### config.mk
export PLATFORM = sky130hd
export DESIGN_NAME = write_channel_arbiter_flat
export DESIGN_NICKNAME = d
export VERILOG_FILES = /design/src/rtl/write_channel_arbiter_if.sv /design/src/rtl/write_channel_arbiter.sv /design/src/flat_wrapper.sv
export SDC_FILE = /design/constraint.sdc
export NUM_CORES = 1
export LEC_CHECK = 0
export BUFFER_PORTS_ARGS = -buffer_cell sky130_fd_sc_hd__buf_2
export CORE_AREA = 2 2 343 345
export CTS_CLUSTER_DIAMETER = 60
export CTS_CLUSTER_SIZE = 12
export DETAILED_ROUTE_END_ITERATION = 8
export DIE_AREA = 0 0 345 347
export GPL_ROUTABILITY_DRIVEN = 0
export MAX_ROUTING_LAYER = met4
export PLACE_DENSITY = 0.34
export SYNTH_ARGS = -nofsm -noshare
export SYNTH_HDL_FRONTEND = slang
export SYNTH_SLANG_ARGS = --single-unit
### constraint.sdc
create_clock -name clk -period 1.3 [get_ports clk]
set_input_delay 0.26 -clock clk [delete_from_list [all_inputs] [get_ports clk]]
set_output_delay 0.26 -clock clk [all_outputs]
set_load 0.05 [all_outputs]
### src/rtl/write_channel_arbiter_if.sv
// Requester and write-channel bundle of the write channel arbiter.
// The arbiter uses the master modport; the requesters and the channel use the slave modport.
interface write_channel_arbiter_if #(
    parameter int NUM_REQ     = 2,
    parameter int LINE_ADDR_W = 27,
    parameter int LINE_W      = 256,
    parameter int FE_NBYTES   = 4
);
    logic [NUM_REQ-1:0]             req_valid;
    logic [NUM_REQ*LINE_ADDR_W-1:0] req_addr;
    logic [NUM_REQ*LINE_W-1:0]      req_wdata;
    logic [NUM_REQ*FE_NBYTES-1:0]   req_wstrb;
    logic [NUM_REQ-1:0]             req_ready;
    logic [NUM_REQ-1:0]             req_done;
    logic                           busy;
    logic                           wc_valid;
    logic [LINE_ADDR_W-1:0]         wc_addr;
    logic [LINE_W-1:0]              wc_wdata;
    logic [FE_NBYTES-1:0]           wc_wstrb;
    logic                           wc_ready;

    modport master (
        input  req_valid, req_addr, req_wdata, req_wstrb, wc_ready,
        output req_ready, req_done, busy, wc_valid, wc_addr, wc_wdata, wc_wstrb
    );

    modport slave (
        output req_valid, req_addr, req_wdata, req_wstrb, wc_ready,
        input  req_ready, req_done, busy, wc_valid, wc_addr, wc_wdata, wc_wstrb
    );
endinterface

### src/rtl/write_channel_arbiter.sv
// Shares one cache-line write channel among NUM_REQ writers, one transaction in flight at a time.
// Define WRITE_ARB_FIXED_PRIO_EN for fixed lowest-index priority; default is round-robin.
module write_channel_arbiter #(
    parameter int NUM_REQ    = 2,
    parameter int FE_ADDR_W  = 32,
    parameter int FE_DATA_W  = 32,
    parameter int WORD_OFF_W = 3
) (
    input  logic                        clk,
    input  logic                        reset,
    write_channel_arbiter_if.master     bus
);
    localparam int FE_NBYTES   = FE_DATA_W / 8;
    localparam int FE_BYTE_W   = $clog2(FE_NBYTES);
    localparam int LINE_ADDR_W = FE_ADDR_W - FE_BYTE_W - WORD_OFF_W;
    localparam int LINE_W      = FE_DATA_W << WORD_OFF_W;
    localparam int OWN_W       = (NUM_REQ > 1) ? $clog2(NUM_REQ) : 1;

    typedef enum logic [1:0] {IDLE, ISSUE, WAIT} state_t;

    state_t                 state;
    logic [OWN_W-1:0]       owner;
    logic                   wc_valid_r;
    logic [LINE_ADDR_W-1:0] wc_addr_r;
    logic [LINE_W-1:0]      wc_wdata_r;
    logic [FE_NBYTES-1:0]   wc_wstrb_r;
    logic [NUM_REQ-1:0]     done_r;

    logic                   grant_any;
    logic [OWN_W-1:0]       grant_idx;
    logic [OWN_W-1:0]       cand;
    logic [NUM_REQ-1:0]     grant;
    logic [LINE_ADDR_W-1:0] sel_addr;
    logic [LINE_W-1:0]      sel_wdata;
    logic [FE_NBYTES-1:0]   sel_wstrb;

`ifndef WRITE_ARB_FIXED_PRIO_EN
    logic [OWN_W-1:0]       rr_ptr;
`endif

    // Arbitration: scan downward so the highest-priority candidate is assigned last.
    always_comb begin
        grant_any = 1'b0;
        grant_idx = '0;
        cand      = '0;
        grant     = '0;
`ifdef WRITE_ARB_FIXED_PRIO_EN
        for (int i = NUM_REQ - 1; i >= 0; i--) begin
            cand = OWN_W'(i);
            if (bus.req_valid[cand]) begin
                grant_any = 1'b1;
                grant_idx = cand;
            end
        end
`else
        for (int off = NUM_REQ - 1; off >= 0; off--) begin
            cand = OWN_W'((int'(rr_ptr) + off) % NUM_REQ);
            if (bus.req_valid[cand]) begin
                grant_any = 1'b1;
                grant_idx = cand;
            end
        end
`endif
        if (state == IDLE && grant_any) begin
            grant[grant_idx] = 1'b1;
        end
    end

    always_comb begin
        sel_addr  = '0;
        sel_wdata = '0;
        sel_wstrb = '0;
        for (int i = 0; i < NUM_REQ; i++) begin
            if (grant_idx == OWN_W'(i)) begin
                sel_addr  = bus.req_addr[i*LINE_ADDR_W +: LINE_ADDR_W];
                sel_wdata = bus.req_wdata[i*LINE_W +: LINE_W];
                sel_wstrb = bus.req_wstrb[i*FE_NBYTES +: FE_NBYTES];
            end
        end
    end

    // Transaction FSM; payload registers change only on an accept in IDLE.
    always_ff @(posedge clk) begin
        if (reset) begin
            state      <= IDLE;
            owner      <= '0;
            wc_valid_r <= 1'b0;
            wc_addr_r  <= '0;
            wc_wdata_r <= '0;
            wc_wstrb_r <= '0;
            done_r     <= '0;
`ifndef WRITE_ARB_FIXED_PRIO_EN
            rr_ptr     <= '0;
`endif
        end else begin
            done_r <= '0;
            case (state)
                IDLE: begin
                    if (grant_any) begin
                        owner      <= grant_idx;
                        wc_addr_r  <= sel_addr;
                        wc_wdata_r <= sel_wdata;
                        wc_wstrb_r <= sel_wstrb;
                        wc_valid_r <= 1'b1;
                        state      <= ISSUE;
`ifndef WRITE_ARB_FIXED_PRIO_EN
                        rr_ptr     <= (grant_idx == OWN_W'(NUM_REQ - 1)) ? '0
                                                                         : grant_idx + OWN_W'(1);
`endif
                    end
                end
                ISSUE: begin
                    wc_valid_r <= 1'b0;
                    state      <= WAIT;
                end
                WAIT: begin
                    if (bus.wc_ready) begin
                        done_r[owner] <= 1'b1;
                        state         <= IDLE;
                    end
                end
                default: begin
                    wc_valid_r <= 1'b0;
                    state      <= IDLE;
                end
            endcase
        end
    end

    assign bus.req_ready = grant;
    assign bus.req_done  = done_r;
    assign bus.busy      = (state != IDLE);
    assign bus.wc_valid  = wc_valid_r;
    assign bus.wc_addr   = wc_addr_r;
    assign bus.wc_wdata  = wc_wdata_r;
    assign bus.wc_wstrb  = wc_wstrb_r;
endmodule

### src/flat_wrapper.sv
// flat-port wrapper written by rule: the top's interface ports become plain ports
module write_channel_arbiter_flat 
#(
    parameter int NUM_REQ    = 2,
    parameter int FE_ADDR_W  = 32,
    parameter int FE_DATA_W  = 32,
    parameter int WORD_OFF_W = 3
)
  (clk, reset, bus_req_valid, bus_req_addr, bus_req_wdata, bus_req_wstrb, bus_wc_ready, bus_req_ready, bus_req_done, bus_busy, bus_wc_valid, bus_wc_addr, bus_wc_wdata, bus_wc_wstrb);
  write_channel_arbiter_if #(.NUM_REQ(NUM_REQ), .LINE_ADDR_W((27)), .LINE_W((256)), .FE_NBYTES((4))) bus_i ();
  input  logic clk;
  input  logic reset;
  input wire logic [$bits(bus_i.req_valid)-1:0] bus_req_valid;
  input wire logic [$bits(bus_i.req_addr)-1:0] bus_req_addr;
  input wire logic [$bits(bus_i.req_wdata)-1:0] bus_req_wdata;
  input wire logic [$bits(bus_i.req_wstrb)-1:0] bus_req_wstrb;
  input wire logic [$bits(bus_i.wc_ready)-1:0] bus_wc_ready;
  output wire logic [$bits(bus_i.req_ready)-1:0] bus_req_ready;
  output wire logic [$bits(bus_i.req_done)-1:0] bus_req_done;
  output wire logic [$bits(bus_i.busy)-1:0] bus_busy;
  output wire logic [$bits(bus_i.wc_valid)-1:0] bus_wc_valid;
  output wire logic [$bits(bus_i.wc_addr)-1:0] bus_wc_addr;
  output wire logic [$bits(bus_i.wc_wdata)-1:0] bus_wc_wdata;
  output wire logic [$bits(bus_i.wc_wstrb)-1:0] bus_wc_wstrb;
  assign bus_i.req_valid = bus_req_valid;
  assign bus_i.req_addr = bus_req_addr;
  assign bus_i.req_wdata = bus_req_wdata;
  assign bus_i.req_wstrb = bus_req_wstrb;
  assign bus_i.wc_ready = bus_wc_ready;
  assign bus_req_ready = bus_i.req_ready;
  assign bus_req_done = bus_i.req_done;
  assign bus_busy = bus_i.busy;
  assign bus_wc_valid = bus_i.wc_valid;
  assign bus_wc_addr = bus_i.wc_addr;
  assign bus_wc_wdata = bus_i.wc_wdata;
  assign bus_wc_wstrb = bus_i.wc_wstrb;
  write_channel_arbiter #(.NUM_REQ(NUM_REQ), .FE_ADDR_W(FE_ADDR_W), .FE_DATA_W(FE_DATA_W), .WORD_OFF_W(WORD_OFF_W)) u_core (.clk(clk), .reset(reset), .bus(bus_i));
endmodule
======== Yosys cells after proc, flatten, opt, wreduce, memory -nomap -nowiden ========
Index checks and enable logic that the tools add are counted.
W data, S select, Z words.
storage, ports and cells
  memories kept ........................... 0
  word-level logic and storage cells ...... 53
  ROM bits ................................ 0
  bits in registers ....................... 294
  RAM bits ................................ 0
  latch bits .............................. 0
cells by class
  multiply operators ...................... 0
  equal/unequal tests ..................... 4
  reductions and logical operators ........ 9
  multiplexer cells ....................... 22
  div/mod/pow operators ................... 0
  order comparisons ....................... 6
  add/sub/neg operators ................... 2
  shift operators ......................... 0
  bitwise logic cells ..................... 2
operators with widths
  kind                   number
  $mux W256              1
  $mux W27               1
  $mux W1                12
  $lt A1 B2 Y1 const B   4
  $mux W2                3
  $pmux W2 S3            1
  $reduce_and A2 Y1      3
  $mux W4                1
  $logic_and A1 B1 Y1    3
  $reduce_or A3 Y1       1
  $add A1 B1 Y1 const B  2
  $demux W1 S1           2
  $eq A2 B1 Y1 const B   1
  $eq A2 B2 Y1 const B   1
  $ge A1 B1 Y1 const B   2
  $logic_not A2 Y1       1
  $ne A2 B1 Y1 const B   1
  $ne A2 B2 Y1 const B   1
  $not A1 Y1             2
  $pmux W1 S2            1
  $reduce_bool A2 Y1     1

======== Longest topological paths before layout ========
Gate-level depths: netlist (run 1).
  depth in word-level cells ............... 10
  mapped depth ............................ 7
  gate-level depth less buffers ........... 4

======== Worst setup path before layout (run 1) ========
No wires, ideal clock.
  path kind ............................... reg-to-reg
  start point ............................. register u_core.state[1]
  end point ............................... register u_core.wc_wdata_r[202], in the netlist u_core.bus.wc_wdata[202]
  clock period less this slack ............ 1.648 ns
  buffers on the path ..................... 2
  library setup time ...................... 0.074 ns
  cell stages (with the launch flop) ...... 7
  data arrival time ....................... 1.574 ns
  slack ................................... -0.348 ns
  cell sequence ........................... dfxtp_1 -> nor2_2 -> inv_2 -> buf_2 -> clkbuf_1 -> o21ai_0 -> a31oi_1
on the way
  word-level cells in the longest chain between the ends .. 2
RTL lines
  element                             line                          source
  start, declared                     write_channel_arbiter.sv:21   state_t state;
  start signal, assigned              write_channel_arbiter.sv:85   state <= IDLE;
  start signal, assigned              write_channel_arbiter.sv:105  state <= ISSUE;
  start signal, assigned              write_channel_arbiter.sv:114  state <= WAIT;
  $logic_not A2 Y1                    write_channel_arbiter.sv:97   case (state)
  $reduce_and A2 Y1 (no source line)  n/a
  end signal, assigned                write_channel_arbiter.sv:102  wc_wdata_r <= sel_wdata;
  end, declared                       write_channel_arbiter.sv:25   logic [LINE_W-1:0] wc_wdata_r;
No other way between the ends.
A chain may end at the register's enable or synchronous reset.

======== Final worst setup path (run 1) ========
  start point ............................. register u_core.state[1]
  end point ............................... register u_core.wc_wdata_r[28], in the netlist u_core.bus.wc_wdata[28]
The elaborated chain is that of the path after synthesis.

==> run summary, run 1 <==
Worst Setup Start Kind -> flip-flop
Synth top area share -> 0.4262
Placed Cells -> 4083
final slew viol count -> 0
full die area -> 0.1197 sq mm
Hold Path Cell Cnt -> 3
crit path DAT -> 2330 ps
outcome -> finished with violations
# setup viols final -> 582
Final Skew -> 18.09 ps
RR Startpoint -> u_core.state[1]
grt ovf -> 0
PwrDens -> 1182 mW/mm^2
worst setup path start -> u_core.state[1]
pin count of the biggest net entering global routing -> 38
Root Buffer -> clkbuf_16
Finished Layout Cells -> 4800
Syn Nets -> 2301
wire per inst -> 20.38 microns
ANT nets after route -> 0
area grow syn2layout -> 133.6%
initial antenna violation count -> 7
main area contributors after synthesis -> dfxtp_1, a31oi_1, nand4_1
core box area -> 0.1157 sq mm
Yosys cell types -> 23
final setup margin -> -524.9 ps
global-route wire length before repair -> 140.3 mm
CTS Buf Count -> 45
clock latency on the worst-skew pair -> 600 ps
Final Cycle Share -> 1.404
yosys synthesis warning count -> 0
Min Hold Slack -> 84.99 ps
hold crit path type -> input pin to flip-flop
Starting Density -> 0.1193
min-delay src -> bus_req_wdata[405]
Hold Path Sink -> u_core.bus.wc_wdata[149]
register-to-register setup slack -> -520 ps
I/O pin total -> 872
register bit total from synthesis -> 294
Vias per Instance -> 4.419
layout cells sized above 1 -> 0.4456
Synth area leader -> dfxtp_1
R2R depth -> 10
P_leak -> 13.13 nW
maximum vdd drop -> 749.6 uV
vias in the first global route -> 21.79k
syn_area_per_cell -> 8.020 sq um
critical-path maximum fanout -> 7
DR iter-0 viols -> 1184
GRT Total Usage -> 0.1559
die extent in x -> 345 microns
# DRC -> 0
final wirelength -> 97.84 mm
Req. time, crit path -> 1810 ps
Seq/Total Area, Yosys -> 0.4262
Via Count -> 21.21k
Total Nets Final -> 3815
DRT Pass-1 Iters -> 8
Rows -> 125
worst-margin pin slew -> 390.4 ps
hold violation total from the final report -> 0
min cycle time layout -> 1825 ps
RSZ-0062 raised after global routing -> yes
CP Capture Type -> flip-flop
max_cap viols -> 0
CTS tree -> done
pre-CTS worst setup slack -> -282.6 ps
clk slew on worst S/H paths -> 70 ps
Die Ht -> 347 microns
Rel. slew slack -> 0.7370
fill count -> 12.44k
Port-buffer cells -> 871
Post-DP HPWL -> 68.88 mm
mapped cell area -> 0.01381 sq mm
failing checks -> negative setup slack
Gate Count Post-Synth -> 1722
FF-to-FF End -> u_core.bus.wc_wdata[28]
clock buffer depth -> 3
Fmax -> 548.0 MHz
H-tree depth -> 2
critical path class -> flip-flop to flip-flop
CTS sink count -> 294
==> routing by layer <==
| layer | vias to the layer above | track usage | wire length [microns] |
|---|---|---|---|
| li1 | 9810 | - | - |
| met4 | 0 | 0.07009 | 4201 |
| met5 | - | - | 0 |
| met1 | 10300 | 0.1865 | 40460 |
| met3 | 192 | 0.03188 | 6338 |
| met2 | 912 | 0.2521 | 46840 |
==> area by class of cell <==
| cell class | count | area (sq um) | share of cell area |
|---|---|---|---|
| Clock inverter | 29 | 304.0 | 0.009423 |
| Tap cell | 1524 | 1907 | 0.05910 |
| Clock buffer | 52 | 1235 | 0.03827 |
| Inverter | 3 | 31.28 | 0.0009695 |
| Antenna cell | 6 | 15.01 | 0.0004654 |
| Timing Repair Buffer | 1723 | 15750 | 0.4881 |
| Multi-Input combinational cell | 1169 | 6869 | 0.2129 |
| Sequential cell | 294 | 6156 | 0.1908 |
==> critical path, cell delays in order, from the launching register on <==
cell	delay [ps]
dfxtp_2	330
nor2_4	160
buf_12	130
buf_4	110
buf_12	120
buf_16	160
buf_16	150
buf_12	120
buf_8	110
nand4_1	90
a31oi_1	230
==> report_power, final <==
part | total [mW] | internal, mW | leakage, nW | switching, mW
registers | 10.7 | 9.97 | 2.49 | 0.683
logic | 14.5 | 6.55 | 9.89 | 7.96
clock network | 13.0 | 7.67 | 0.748 | 5.30
==> layout by cell type, fill, tap and decap left out, types with 6 or more instances in the layout <==
| cell type | count |
|---|---|
| a31oi_1 | 287 |
| buf_12 | 91 |
| buf_16 | 13 |
| buf_2 | 699 |
| buf_4 | 144 |
| buf_6 | 20 |
| buf_8 | 164 |
| bufbuf_16 | 6 |
| clkbuf_16 | 63 |
| clkinv_2 | 8 |
| clkinvlp_4 | 8 |
| dfxtp_1 | 126 |
| dfxtp_2 | 144 |
| dfxtp_4 | 24 |
| diode_2 | 6 |
| dlygate4sd3_1 | 570 |
| inv_6 | 7 |
| nand3_1 | 240 |
| nand3_2 | 46 |
| nand4_1 | 287 |
| o21ai_0 | 289 |
==> worst max-delay path by stage <==
stage	to	slack, ps	cells past startpoint
3_3_place_gp	u_core.bus.wc_wdata[107]	-230	6
6_report	u_core.bus.wc_wdata[28]	-520	10
4_1_cts	bus_req_ready[0]	-600	6
5_1_grt	bus_req_ready[0]	-600	6
3_5_place_dp	u_core.bus.wc_wdata[144]	-280	6
2_1_floorplan	bus_req_ready[1]	-50	6
==> cells by family (layout without fill, tap and decap cells) <==
| group | Yosys count | count (layout) | synth area share |
|---|---|---|---|
| AO/OA/AOI/OAI | 581 | 581 | 0.2367 |
| flip-flops | 294 | 294 | 0.4262 |
| AND/OR/NAND/NOR | 587 | 587 | 0.2392 |
| other | 0 | 6 | 0 |
| multiplexers | 1 | 1 | 0.0007248 |
| buffers and inverters | 259 | 1807 | 0.09721 |
==> flip-flops by register name, indices dropped and copies added (netlist names) <==
signal               cells
u_core.bus.req_done      2
u_core.bus.wc_addr      27
u_core.bus.wc_valid      1
u_core.bus.wc_wdata    256
u_core.bus.wc_wstrb      4
u_core.owner             1
u_core.rr_ptr            1
u_core.state             2
==> synthesized netlist by cell type <==
master    number
nand2b_1       2
clkbuf_1      96
a21boi_1       1
buf_6         23
buf_4         11
nor2_4         1
mux2i_1        1
nor2_2         1
nor3b_1        1
nor2_1         4
nand3_1      288
inv_1          2
and3_1         1
nand4_1      287
nand2_1        2
inv_2          1
buf_1          1
a21oi_1        3
o21ai_0      290
clkbuf_2      11
buf_2        114
dfxtp_1      294
a31oi_1      287
==> repair_timing <==
action | 4_1_cts | 5_1_grt
endpoints found under the hold margin | 292 | 0
setup buffers | 18 | 14
hold buffers | 570 | 0
resized for setup | 742 | 94
setup endpoints to repair | 583 | 582
cloned | 14 | 18
pin swaps | 46 | 164
==> metrics by stage <==
step	setup TNS, ps	power, mW	utilization	instance area [sq um]
floorplan	-83.81	16.50	-	13880
global placement	-48380	21.09	0.1847	21380
detailed placement	-53470	20.99	0.1847	21380
CTS	-142120	37.78	0.2709	31360
global route	-171910	39.73	0.2788	32260
finish	-128160	38.13	0.2788	32260
Power figures use the tool's default switching activity.
==> run 2: changes to the inputs <==
BUFFER_PORTS_ARGS = not set   (was -buffer_cell sky130_fd_sc_hd__buf_2)
CORE_AREA = 2 2 336 338   (was 2 2 343 345)
DIE_AREA = 0 0 338 340   (was 0 0 345 347)
DONT_BUFFER_PORTS = 1   (was not set)
PLACE_DENSITY = 0.3   (was 0.34)
==> run summary, run 2 (synthesis gave the netlist of run 1 again) <==
hold crit path type -> input pin to flip-flop (unchanged)
min-delay src -> reset (was bus_req_wdata[405])
FF-to-FF End -> u_core.bus.wc_wdata[18] (was u_core.bus.wc_wdata[28])
ANT nets after route -> 0 (unchanged)
failing checks -> negative hold slack, negative setup slack (was negative setup slack)
# setup viols final -> 582 (unchanged)
die extent in x -> 338 microns (was 345 microns)
Worst Setup Start Kind -> flip-flop (unchanged)
RSZ-0062 raised after global routing -> yes (unchanged)
initial antenna violation count -> 15 (was 7)
hold violation total from the final report -> 173 (was 0)
Fmax -> 535.9 MHz (was 548.0 MHz)
max FFs per register -> 256 (unchanged)
CP Capture Type -> primary output (was flip-flop)
global-route wire length before repair -> 130.5 mm (was 140.3 mm)
P_leak -> 11.68 nW (was 13.13 nW)
Die Ht -> 340 microns (was 347 microns)
H-tree depth -> 2 (unchanged)
I/O pin total -> 872 (unchanged)
commonest non-fill, non-tap cell in the layout -> dlygate4sd3_1 (was buf_2)
final setup margin -> -566.0 ps (was -524.9 ps)
Min Hold Slack -> -287.7 ps (was 84.99 ps)
layout cells sized above 1 -> 0.5286 (was 0.4456)
Starting Density -> 0.1238 (was 0.1193)
DRT Pass-1 Iters -> 5 (was 8)
pin count of the biggest net entering global routing -> 294 (was 38)
Hold Path Sink -> u_core.bus.wc_wdata[104] (was u_core.bus.wc_wdata[149])
Final Skew -> 14.47 ps (was 18.09 ps)
Req. time, crit path -> 1040 ps (was 1810 ps)
outcome -> finished with violations (unchanged)
commonest cells after routing, fill and taps aside -> dlygate4sd3_1, buf_4, buf_8 (was buf_2, dlygate4sd3_1, o21ai_0, nand4_1, a31oi_1)
# DRC -> 0 (unchanged)
Final Cycle Share -> 1.435 (was 1.404)
Vias per Instance -> 4.590 (was 4.419)
DR iter-0 viols -> 1450 (was 1184)
Hold Path Cell Cnt -> 1 (was 3)
grt ovf -> 0 (unchanged)
Total Nets Final -> 3269 (was 3815)
CTS sink count -> 294 (unchanged)
area grow syn2layout -> 129.9% (was 133.6%)
clock latency on the worst-skew pair -> 620 ps (was 600 ps)
final slew viol count -> 0 (unchanged)
crit path DAT -> 1610 ps (was 2330 ps)
full die area -> 0.1149 sq mm (was 0.1197 sq mm)
maximum vdd drop -> 836.1 uV (was 749.6 uV)
clk slew on worst S/H paths -> 60 ps (was 70 ps)
critical-path maximum fanout -> 5 (was 7)
critical path class -> flip-flop to primary output (was flip-flop to flip-flop)
clock buffer depth -> 3 (unchanged)
PwrDens -> 1260 mW/mm^2 (was 1182 mW/mm^2)
register-to-register setup slack -> -540 ps (was -520 ps)
GRT Total Usage -> 0.1565 (was 0.1559)
total power -> 40.00 mW (was 38.13 mW)
Finished Layout Cells -> 4239 (was 4800)
design area -> 0.03176 sq mm (was 0.03226 sq mm)
CTS Buf Count -> 47 (was 45)
CTS tree -> done (unchanged)
placed cell area -> 0.01821 sq mm (was 0.02138 sq mm)
RR Startpoint -> u_core.state[1] (unchanged)
Via Count -> 19.46k (was 21.21k)
Placed Cells -> 3401 (was 4083)
Post-DP HPWL -> 56.74 mm (was 68.88 mm)
final wirelength -> 95.49 mm (was 97.84 mm)
core box area -> 0.1116 sq mm (was 0.1157 sq mm)
wire per inst -> 22.53 microns (was 20.38 microns)
min cycle time layout -> 1866 ps (was 1825 ps)
Rel. slew slack -> 0.6279 (was 0.7370)
worst-margin pin slew -> 558.1 ps (was 390.4 ps)
Rows -> 123 (was 125)
max_cap viols -> 0 (unchanged)
vias in the first global route -> 19.48k (was 21.79k)
Root Buffer -> clkbuf_16 (unchanged)
Port-buffer cells -> 0 (was 871)
R2R depth -> 11 (was 10)
run 2: changes by cell type in the layout (fill, tap and decap cells not counted), moves of 46 or more:
cell           before  now
buf_2             699    0
o21ai_0           289    3
o21ai_2             0  273
buf_4             144  336
dlygate4sd3_1     570  403
buf_8             164  293
dfxtp_1           126    1
dfxtp_2           144  254
nand3_1           240  287
nand3_2            46    0
run 2: area by class of cell:
cell class,count,area (sq um)
fillers,11650,79820
diodes,11,27.53
clock buffers,55,1256
repair buffers,1175,14050
multi-input cells,1169,7767
inverters,3,35.03
well taps,1500,1877
flip-flops and latches,294,6350
clock inverters,32,390.4
run 2: worst max-delay path by stage:
| stage | start | end | slack [ps] |
|---|---|---|---|
| global route | u_core.state[1] | bus_req_ready[1] | -630 |
| CTS | u_core.rr_ptr | bus_req_ready[0] | -630 |
| floorplan | u_core.state[0] | bus_req_ready[1] | -50 |
| global placement | u_core.state[0] | u_core.bus.wc_wdata[139] | -210 |
| finish | u_core.state[0] | bus_req_ready[0] | -570 |
| detailed placement | u_core.rr_ptr | u_core.bus.wc_addr[12] | -260 |
run 2: stage by stage:
stage                     worst slack, ps  setup TNS, ps  utilization
after global routing               -634.7        -162140       0.2846
final                              -566.0        -129070       0.2846
after floorplan                    -48.73         -83.81            -
after CTS                          -634.3        -152230       0.2661
after detailed placement           -256.5         -43990       0.1632
after global placement             -214.9         -34060       0.1632
run 2: what timing repair did:
| item | 4_1_cts | 5_1_grt |
|---|---|---|
| setup endpoints to repair | 582 | 583 |
| gates resized for setup | 1425 | 224 |
| cloned | 44 | 8 |
| pin swaps | 369 | 226 |
| buffers inserted | 153 | 157 |
| hold buffers | 363 | 40 |
| endpoints found under the hold margin | 294 | 294 |
run 2: worst max-delay path, cell delays in order (launching register included):
cell	delay [ps]
dfxtp_2	360
nor2_4	50
buf_12	130
buf_16	120
nand2_4	80
clkinvlp_4	260
run 2: per-layer routing:
layer,share of wire,GRT usage
met1,0.39,0.1789
met2,0.49,0.2554
met3,0.080,0.04079
met4,0.046,0.07083
met5,0,-
run 2: power by group:
part / internal, mW / switching (mW) / leakage [nW]
clock: 8.06 / 5.48 / 0.789
sequential: 10.0 / 0.876 / 2.54
combinational: 7.41 / 8.13 / 8.35
